<file path="src/rtl/instr_fetch_issue.sv">
// Multi-cycle MIPS instruction fetch/issue unit: fetches one word, holds it in IR,
// drives decoded fields while the datapath consumes it, then computes the next PC.
module instr_fetch_issue #(
  parameter logic [31:0] RESET_PC = 32'h0000_0000
) (
  input  logic        clk,
  input  logic        reset,
  output logic        imem_req,
  output logic [31:0] imem_addr,
  input  logic [31:0] imem_rdata,
  input  logic        stall,
  input  logic        branch,
  input  logic        branch_taken,
  input  logic [31:0] jr_target,
  output logic        instr_valid,
  output logic [5:0]  opcode,
  output logic [4:0]  rs,
  output logic [4:0]  rt,
  output logic [4:0]  rd,
  output logic [4:0]  shamt,
  output logic [5:0]  funct,
  output logic [15:0] imm,
  output logic [31:0] pc_out,
  output logic        align_err
);

  typedef enum logic [1:0] {
    S_FETCH   = 2'd0,
    S_CAPTURE = 2'd1,
    S_ISSUE   = 2'd2
  } state_t;

  state_t             r_state;
  state_t             w_state_nxt;
  logic        [31:0] r_pc;
  logic        [31:0] r_ir;
  logic               r_align_err;
  logic               w_advance;
  logic               w_is_jr;
  logic               w_is_j;
  logic               w_jr_misaligned;
  logic        [31:0] w_pc4;
  logic signed [31:0] w_br_off;
  logic        [31:0] w_next_pc;

  always_ff @(posedge clk or posedge reset) begin
    if (reset) r_state <= S_FETCH;
    else       r_state <= w_state_nxt;
  end

  always_comb begin
    w_state_nxt = r_state;
    w_advance   = 1'b0;
    case (r_state)
      S_FETCH:   w_state_nxt = S_CAPTURE;
      S_CAPTURE: w_state_nxt = S_ISSUE;
      S_ISSUE: begin
        if (!stall) begin
          w_advance   = 1'b1;
          w_state_nxt = S_FETCH;
        end
      end
      default:   w_state_nxt = S_FETCH;
    endcase
  end

  // Next-PC selection; only consumed when w_advance is high.
  assign w_is_jr         = (r_ir[31:26] == 6'h00) && (r_ir[5:0] == 6'h08);
  assign w_is_j          = (r_ir[31:26] == 6'h02) || (r_ir[31:26] == 6'h03);
  assign w_jr_misaligned = |jr_target[1:0];
  assign w_pc4           = r_pc + 32'd4;
  assign w_br_off        = {{14{r_ir[15]}}, r_ir[15:0], 2'b00};

  always_comb begin
    w_next_pc = w_pc4;
    if (w_is_jr)                    w_next_pc = {jr_target[31:2], 2'b00};
    else if (w_is_j)                w_next_pc = {w_pc4[31:28], r_ir[25:0], 2'b00};
    else if (branch && branch_taken) w_next_pc = w_pc4 + unsigned'(w_br_off);
  end

  always_ff @(posedge clk or posedge reset) begin
    if (reset) begin
      r_pc        <= RESET_PC;
      r_ir        <= 32'd0;
      r_align_err <= 1'b0;
    end else begin
      if (r_state == S_CAPTURE) r_ir <= imem_rdata;
      if (w_advance) begin
        r_pc <= w_next_pc;
        if (w_is_jr && w_jr_misaligned) r_align_err <= 1'b1;
      end
    end
  end

  // The state register already sits in FETCH during reset, so the strobe is
  // masked by reset itself to stay low until reset is released.
  assign imem_req    = (r_state == S_FETCH) && !reset;
  assign imem_addr   = r_pc;
  assign instr_valid = (r_state == S_ISSUE);
  assign opcode      = r_ir[31:26];
  assign rs          = r_ir[25:21];
  assign rt          = r_ir[20:16];
  assign rd          = r_ir[15:11];
  assign shamt       = r_ir[10:6];
  assign funct       = r_ir[5:0];
  assign imm         = r_ir[15:0];
  assign pc_out      = r_pc;
  assign align_err   = r_align_err;

endmodule

</file>
<file path="config.mk">
export PLATFORM = sky130hd
export DESIGN_NAME = instr_fetch_issue
export DESIGN_NICKNAME = d
export VERILOG_FILES = /design/src/rtl/instr_fetch_issue.sv
export SDC_FILE = /design/constraint.sdc
export NUM_CORES = 1
export LEC_CHECK = 0
export CORE_ASPECT_RATIO = 0.5
export CORE_MARGIN = 2
export CORE_UTILIZATION = 48
export CTS_CLUSTER_DIAMETER = 150
export DETAILED_ROUTE_END_ITERATION = 12
export GPL_TIMING_DRIVEN = 0
export PLACE_DENSITY = 0.83
export SYNTH_ARGS = -nofsm -noshare
export SYNTH_HDL_FRONTEND = slang
export SYNTH_SLANG_ARGS = --single-unit
</file>
<file path="constraint.sdc">
create_clock -name clk -period 4.6 [get_ports clk]
set_input_delay 0.92 -clock clk [delete_from_list [all_inputs] [get_ports clk]]
set_output_delay 0.92 -clock clk [all_outputs]
set_load 0.02 [all_outputs]
</file>
==> flow_results.org, run 1 <==
** Run status
- The run finished with clean final reports.

** Place
- Including well taps, the total number of placed cells is 1019.
- Placement Cell Area :: 7760 um^2
- Once detailed placement completed, the half-perimeter wirelength came to 14.9 mm.
- Number of buffers added on ports :: 179
- The congestion estimate from routability-driven global placement came to 1.03.

** Global routing
- Vias in the first global route :: 5677
- Across every metal layer, demand over resource in global routing totals 30.1%.
- Number of antenna violations at the first check in global routing :: 0
- Entering global routing, the biggest net connects 66 pins.
- Total congestion overflow :: 0
- Wire length of the first global-routing pass :: 30.4 mm

** Floorplanning
- The die covers 12900 um^2.
- Core area :: 11700 um^2
- Initial core utilization :: 49.0%
- Site Rows :: 28
- Chip Height :: 81.4 um
- DIE WIDTH :: 159 um
- 184 I/O pins were placed.

** Critical path
- Register-to-register setup slack :: 320 ps
- At the worst endpoint, the required time is 4860 ps.
- In this run the worst setup path begins at imem_addr[2]$_DFFE_PP0P_.
- CP Capture Type :: register
- Endpoint of the worst-slack reg-to-reg timing path :: imem_addr[31]$_DFFE_PP0P_
- The startpoint identified for the worst register-to-register timing path is imem_addr[2]$_DFFE_PP0P_.
- Max FO, Critical Path :: 7
- CP startpoint kind :: register
- Arrival time at the worst endpoint :: 4540 ps
- Path depth of the worst reg2reg path :: 14
- Critical path type :: register to register

** Clocking
- Number of buffers added to fix hold violations after cts :: 0
- TritonCTS Buffers :: 9
- Buffers added to address setup during post-CTS repair amount to 0.
- The clock reaches the later pin of the worst-skew pair after 340 ps.
- The longest clock path from root to sink contains 2 buffers.
- Maximum level of the CTS H-tree :: 3
- Clk slew on worst S/H paths :: 60 ps
- CTS saw 65 sinks.
- TritonCTS clock tree :: built
- In this run, post-CTS repair resized a total of 0 instances.
- CTS placed an instance of sky130_fd_sc_hd__clkbuf_16 at the clock tree root.

** Synth
- The synthesized design contains 65 register bits.
- Fraction of the yosys area taken by sequential cells :: 28.3%
- Among all flip-flop cells after synthesis, the most frequent one is sky130_fd_sc_hd__dfrtp_1.
- Cell types with the largest area share after synthesis :: sky130_fd_sc_hd__dfrtp_1 (28%), sky130_fd_sc_hd__ha_1 (8.0%), sky130_fd_sc_hd__buf_4 (6.5%), sky130_fd_sc_hd__mux2_2 (6.3%), sky130_fd_sc_hd__a21oi_1 (4.9%)
- Async set-or-reset flop fraction in the synthesized netlist :: 100%
- Number of different library cells in the post-synthesis netlist :: 62
- In this run the biggest area consumer among cell types represents 28.3% of the synthesized area.
- Average cell area after synthesis :: 8.56 um^2
- Number of synthesized flops with an enable pin :: 0
- Total of warnings raised by yosys :: 0
- The synthesized design spends more area on one cell type than any other, namely sky130_fd_sc_hd__dfrtp_1.
- Post-synthesis instance area :: 5750 um^2
- The cell count after synthesis came out at 672.

** Min path
- Along the worst hold path, the cell count comes to 1.
- The startpoint identified for the worst hold timing path is align_err$_DFFE_PP0P_.
- The path class of the tightest hold or removal check is register to register.
- For hold timing, the worst endpoint is align_err$_DFFE_PP0P_.

** Power and ir drop
- Worst vdd rail ir drop :: 0.000499 V
- Power density over the cells :: 909 nW/um^2
- Static power due to leakage :: 3.48 nW

** Finish
- Fill cells in the final layout number 949.
- Area added between synthesis and finish :: 40.3%
- The net count of the finished layout is 972.
- The finished cells cover 8070 um^2.
- Non-filler instance count after layout :: 1035
- Core utilization of the finished layout :: 68.8%
- Layout cell share with drive strength beyond 1 :: 13.4%
- The number of antenna diodes in the final layout is 0.

** STA
- Worst Max-Slew Pin Slew :: 1030 ps
- Setup violations remaining at the end of the flow were counted as 0.
- For the finished layout, the period the worst path requires is 4280 ps.
- Final Max Slew Viols :: 0
- Unrepaired setup endpoints after global routing :: no
- Final hold slack :: 483 ps
- The clock arrives with 7.99 ps of skew.
- Max_slew headroom :: 31.1%
- Setup TNS :: 0 ps
- Portion of the clock cycle consumed by the worst path in the final layout :: 93.0%
- The count of endpoints failing hold in the final timing report is 0.
- Timing would allow up to 234 MHz.

** Route
- The count of nets left with antenna violations once routing finished came out at 0.
- After detailed routing, the total wire length is 20.2 mm.
- Vias after detailed routing :: 6137
- The detailed router finished its first iteration with 611 violations.
- Wire per inst :: 19.6 um
- Number of iterations in the first detailed-routing pass :: 7
- Using the TritonRoute via totals, the vias-per-cell ratio works out to 5.93.
- DR DRC count :: 0

** Run
- The tool flagged a number of max-cap violations equal to 0.
==> metrics by stage <==
step	worst slack [ps]	power [W]
6_report	323	0.00733
5_1_grt	78.3	0.00777
4_1_cts	485	0.00721
3_5_place_dp	515	0.00642
3_3_place_gp	524	0.00628
2_1_floorplan	1060	0.00467
==> cells in the final DEF, fill, tap and decap left out, types with 25 or more instances in the layout <==
cell type,synthesis,routed
sky130_fd_sc_hd__o21ai_0,41,41
sky130_fd_sc_hd__dfrtp_1,65,65
sky130_fd_sc_hd__xor2_1,25,25
sky130_fd_sc_hd__clkbuf_1,22,26
sky130_fd_sc_hd__ha_1,37,37
sky130_fd_sc_hd__nor2_1,45,45
sky130_fd_sc_hd__a21oi_1,56,56
sky130_fd_sc_hd__buf_4,50,50
sky130_fd_sc_hd__nand2_1,58,58
sky130_fd_sc_hd__clkdlybuf4s50_1,0,179
sky130_fd_sc_hd__mux2_2,32,32
==> layout make-up <==
class / count / area, um^2 / area share (%)
clock buffers: 13 / 240 / 2.98
inverters: 10 / 40.0 / 0.496
multi-input cells: 524 / 3590 / 44.5
clock inverters: 3 / 65.1 / 0.806
flip-flops and latches: 65 / 1630 / 20.2
plain buffers: 76 / 510 / 6.33
repair buffers: 179 / 1790 / 22.2
well taps: 165 / 206 / 2.56
==> Yosys cell counts, types with 2 or more instances <==
library cell / number
sky130_fd_sc_hd__a311oi_1: 2
sky130_fd_sc_hd__o22ai_1: 4
sky130_fd_sc_hd__nand2b_1: 5
sky130_fd_sc_hd__nor3_1: 10
sky130_fd_sc_hd__nand2_1: 58
sky130_fd_sc_hd__and4_1: 4
sky130_fd_sc_hd__nand2_2: 2
sky130_fd_sc_hd__nor2_1: 45
sky130_fd_sc_hd__dfrtp_1: 65
sky130_fd_sc_hd__or3_1: 5
sky130_fd_sc_hd__o21bai_1: 8
sky130_fd_sc_hd__o21ai_1: 15
sky130_fd_sc_hd__nand3_1: 20
sky130_fd_sc_hd__clkbuf_1: 22
sky130_fd_sc_hd__nand4_1: 5
sky130_fd_sc_hd__and4_4: 2
sky130_fd_sc_hd__mux2_2: 32
sky130_fd_sc_hd__clkbuf_8: 3
sky130_fd_sc_hd__a41oi_1: 2
sky130_fd_sc_hd__a221oi_1: 2
sky130_fd_sc_hd__and2_1: 3
sky130_fd_sc_hd__o21a_1: 5
sky130_fd_sc_hd__a31oi_1: 11
sky130_fd_sc_hd__ha_1: 37
sky130_fd_sc_hd__a21oi_1: 56
sky130_fd_sc_hd__a21o_1: 16
sky130_fd_sc_hd__o21ai_0: 41
sky130_fd_sc_hd__a211oi_1: 14
sky130_fd_sc_hd__o211ai_1: 19
sky130_fd_sc_hd__mux2i_1: 5
sky130_fd_sc_hd__inv_1: 9
sky130_fd_sc_hd__nor4_1: 2
sky130_fd_sc_hd__buf_4: 50
sky130_fd_sc_hd__nand3_2: 2
sky130_fd_sc_hd__xnor2_1: 22
sky130_fd_sc_hd__xor2_1: 25
sky130_fd_sc_hd__and3_1: 17
sky130_fd_sc_hd__nor2b_1: 3
==> worst max-delay path: stages (launching register included) <==
cell and delay, ps:
sky130_fd_sc_hd__dfrtp_1 540, sky130_fd_sc_hd__ha_1 280, sky130_fd_sc_hd__nand3_1 250, sky130_fd_sc_hd__nor3_1 290, sky130_fd_sc_hd__xor2_1 220, sky130_fd_sc_hd__ha_1 350, sky130_fd_sc_hd__a21o_1 250, sky130_fd_sc_hd__a21o_1 200
sky130_fd_sc_hd__a21o_1 220, sky130_fd_sc_hd__a221oi_1 500, sky130_fd_sc_hd__a211oi_1 210, sky130_fd_sc_hd__o221ai_2 270, sky130_fd_sc_hd__nor3_1 80, sky130_fd_sc_hd__a311oi_1 320, sky130_fd_sc_hd__mux2i_1 230
==> metal layers <==
layer / global-route usage (%) / vias to the layer above / wire length [um]
met4: 7.52 / 0 / 308
li1: - / 2781 / -
met5: 0 / - / 0
met1: 39.7 / 2974 / 8400
met3: 6.59 / 34 / 2110
met2: 50.8 / 348 / 9420
==> worst max-delay path by stage <==
stage                                endpoint  slack, ps  cells past startpoint
floorplan           imem_addr[31]$_DFFE_PP0P_       1060                     16
global placement    imem_addr[31]$_DFFE_PP0P_        520                     14
detailed placement  imem_addr[31]$_DFFE_PP0P_        510                     15
CTS                 imem_addr[31]$_DFFE_PP0P_        480                     14
global route        imem_addr[31]$_DFFE_PP0P_         80                     15
finish              imem_addr[31]$_DFFE_PP0P_        320                     14
==> flip-flops by register name, summed over array words and instances, names as in the netlist <==
name and flops:
r_state 2, r_ir 32, align_err 1, imem_addr 30
==> kinds of logic after synthesis <==
logic type,share of synthesized area (%)
buffers and inverters,9.53
adders and majority gates,8.40
other,0.0652
xor gates and xnor gates,7.44
and+or+nand+nor,17.4
DFF,28.3
muxes,7.14
AOI/OAI and AO/OA,21.7
==> where the power goes <==
part / internal [W] / total, W / switching, W / leakage (nW)
Combinational: 0.00246 / 0.00526 / 0.00280 / 2.55
Sequential: 0.000852 / 0.00134 / 0.000488 / 0.772
Clock: 0.000475 / 0.000737 / 0.000262 / 0.148
Total: 0.00378 / 0.00733 / 0.00355 / 3.48
(Power assumes the default switching activity.)
==> run 2: changes to the inputs <==
--- a/config.mk
+++ b/config.mk
@@ -14,2 +14,3 @@
 export PLACE_DENSITY = 0.83
+export SETUP_SLACK_MARGIN = 0.2
 export SYNTH_ARGS = -nofsm -noshare
==> constraint.sdc (replaced) <==
create_clock -name clk -period 4.6 [get_ports clk]
set_input_delay 1.15 -clock clk [delete_from_list [all_inputs] [get_ports clk]]
set_output_delay 1.15 -clock clk [all_outputs]
set_load 0.02 [all_outputs]
==> flow_results.org, run 2 (same netlist as run 1, synthesis figures left out) <==
** Run status
- The run finished with clean final reports.

** Place
- Post-placement setup slack :: 515 ps
- Instance count after placement with tap cells included :: 1019
- Number of buffers added on ports :: 179
- Detailed placement HPWL :: 14.9 mm
- Routability congestion estimate from global placement :: 1.03

** Power and ir drop
- In this run the power spent charging and discharging nets is 0.00356 W.
- Summing internal, switching and leakage power gives 0.00735 W.
- For this design the ratio of total power to cell area is 909 nW/um^2.
- Combinational cells account for 71.7% of the total power.
- Cell internal power was estimated by the tool at 0.00379 W.
- The analysis attributes to cell leakage a power of 3.50 nW.
- Share of total power consumed by net switching :: 48.4%
- Across the VDD grid, the largest voltage drop is 0.000496 V.
- The clock network accounts for 10.1% of the total power.
- Sequential cells burn 18.2% of the power.

** Finish
- The register with the most flip-flops in the layout has 32 of them.
- Fill cell instance count of the final layout :: 947
- In the layout the commonest cells are sky130_fd_sc_hd__clkdlybuf4s50_1 (179), sky130_fd_sc_hd__dfrtp_1 (65), sky130_fd_sc_hd__nand2_1 (58).
- The library cell used most frequently in the layout, excluding fill and tap cells, is sky130_fd_sc_hd__clkdlybuf4s50_1.
- Non-filler instance count after layout :: 1035
- Largest register by flop count :: r_ir
- Cells with a size suffix above 1 make up 13.7% of the layout.
- The area growth from synthesis to layout is 40.5%.
- Cells fill 68.9% of the core in the end.
- The final layout contains 972 nets.
- The repair_antennas step left the layout with diodes totalling 0.

** STA
- Max_slew headroom :: 30.2%
- After layout, the minimum clock period comes to 4240 ps.
- Setup repair after global routing left no endpoint under its margin.
- The count of endpoints failing hold in the final timing report came to 0.
- Highest clock rate :: 236 MHz
- For the final routed database, the setup TNS stands at 0 ps.
- Final Max Slew Viols :: 0
- # setup viols final :: 0
- Setup Skew :: 8.10 ps
- For the pin with the worst max-slew slack, the measured transition is 1050 ps.
- In the post-route analysis, the smallest setup slack over all paths is 362 ps.
- Of the available clock period, the critical path in the final layout requires 92.1%.

** Route
- For this block, the via count after detailed routing is 6118.
- In this run the remaining antenna-violating nets after routing total 0.
- For this block, the routed nets add up to 20.2 mm of wire.
- DR DRC count :: 0
- The detailed router finished its first iteration with 611 violations.
- Wire per inst :: 19.5 um
- Using the TritonRoute via totals, the vias-per-cell ratio works out to 5.91.
- Number of iterations in the first detailed-routing pass :: 5

** Min path
- Min-delay worst type :: register to register

** Critical path
- CP startpoint kind :: register
- Setup slack on the worst reg-to-reg path comes out at 360 ps.
- At the worst endpoint, the required time is 4870 ps.
- CP Capture Type :: register
- The worst setup path is of the register to register kind.
- STA puts the critical path data arrival time at 4510 ps.
- In this run the worst path has a maximum fanout of 8.

** Global routing
- Gr usage total :: 30.1%
- The number of global-route vias before repair was 5677.
- Number of antenna violations at the first check in global routing :: 0
- Global routing finished with a remaining overflow of 0.
- Wire length of the first global-routing pass :: 30.4 mm
- Entering global routing, the biggest net connects 66 pins.

** Floorplanning
- The floorplan step set the die height to 81.4 um.
- The total area inside the core boundary comes to 11700 um^2.
- The floorplan step set the die width to 159 um.
- Area enclosed by the die boundary :: 12900 um^2
- Num ports :: 184
- The floorplan has 28 rows.
- Initial core utilization :: 49.0%

** Clocking
- Maximum level of the CTS H-tree :: 3
- Clk slew on worst S/H paths :: 60 ps
- Latest clock arrival within the worst-skew pair :: 340 ps
- The number of clock buffers added by TritonCTS is 9.
- TritonCTS built the clock tree.
- Total clock sinks :: 65
- Clk root buf :: sky130_fd_sc_hd__clkbuf_16
- The clock passes through at most 2 buffers.
- Number of buffers added for setup after CTS :: 0

** Run
- The tool flagged a number of max-cap violations equal to 0.
## run 2: cell count changes in the layout (fill, tap and decap cells not counted)
cell | before | now
sky130_fd_sc_hd__nor3b_4 | 0 | 1
sky130_fd_sc_hd__nor2_1 | 45 | 44
sky130_fd_sc_hd__nor3b_2 | 1 | 0
sky130_fd_sc_hd__a221oi_2 | 0 | 1
sky130_fd_sc_hd__a221oi_1 | 2 | 1
sky130_fd_sc_hd__nor2_2 | 0 | 1
## run 2: worst paths after layout
path | from | to | cells after the start
min in group asynchronous | reset | r_ir[20]$_DFFE_PP0N_ | 2
worst min-delay path | align_err$_DFFE_PP0P_ | align_err$_DFFE_PP0P_ | 1
worst max-delay path | imem_addr[8]$_DFFE_PP0P_ | imem_addr[31]$_DFFE_PP0P_ | 13
worst max register to register | imem_addr[8]$_DFFE_PP0P_ | imem_addr[31]$_DFFE_PP0P_ | 13
worst min register to register | align_err$_DFFE_PP0P_ | align_err$_DFFE_PP0P_ | 1
max in group asynchronous | reset | imem_addr[25]$_DFFE_PP0P_ | 2
## run 2: cell type report
class | count | area [um^2] | area share (%)
sequential | 65 | 1630 | 20.1
multi-input combinational | 524 | 3600 | 44.6
clock inverter | 3 | 65.1 | 0.805
clock buffer | 13 | 240 | 2.97
inverter | 10 | 40.0 | 0.495
buffer | 76 | 510 | 6.31
tap | 165 | 206 | 2.55
timing repair buffer | 179 | 1790 | 22.2
## run 2: routing by layer
metal | global-route usage [%] | share of wire, % | routed length, um | vias to the layer above
li1 | - | - | - | 2777
met1 | 39.7 | 42 | 8430 | 2941
met2 | 50.8 | 46 | 9340 | 359
met3 | 6.59 | 10 | 2060 | 41
met4 | 7.52 | 1.7 | 348 | 0
met5 | 0 | 0 | 0 | -
## run 2: power groups by stage
stage | clock [W] | combinational (W) | sequential, W
after floorplan | 0 | 0.00313 | 0.00154
after global placement | 0 | 0.00496 | 0.00131
after detailed placement | 0 | 0.00509 | 0.00133
after CTS | 0.000734 | 0.00515 | 0.00133
after global routing | 0.000757 | 0.00564 | 0.00139
final | 0.000740 | 0.00527 | 0.00134
## run 2: worst max-delay path, stage by stage (launching register included)
cell and delay [ps]:
sky130_fd_sc_hd__dfrtp_1 500, sky130_fd_sc_hd__nand4_2 310, sky130_fd_sc_hd__nor3_4 490, sky130_fd_sc_hd__and3_1 280
sky130_fd_sc_hd__nand3_1 100, sky130_fd_sc_hd__xnor2_1 190, sky130_fd_sc_hd__ha_1 400, sky130_fd_sc_hd__nand4_1 120
sky130_fd_sc_hd__inv_1 170, sky130_fd_sc_hd__o2111ai_1 320, sky130_fd_sc_hd__a211oi_1 480, sky130_fd_sc_hd__o221ai_2 200
sky130_fd_sc_hd__a311oi_1 370, sky130_fd_sc_hd__mux2i_1 230
## run 2: stage by stage
stage               area, um^2  hold slack [ps]
floorplan                 5760              433
global placement          7760              453
detailed placement        7760              472
CTS                       8070              485
global route              8080              519
finish                    8080              486
## run 2: timing repair
item,in CTS,in global routing
gates resized for setup,0,3
hold buffers,0,0
endpoints found under the setup margin,0,1
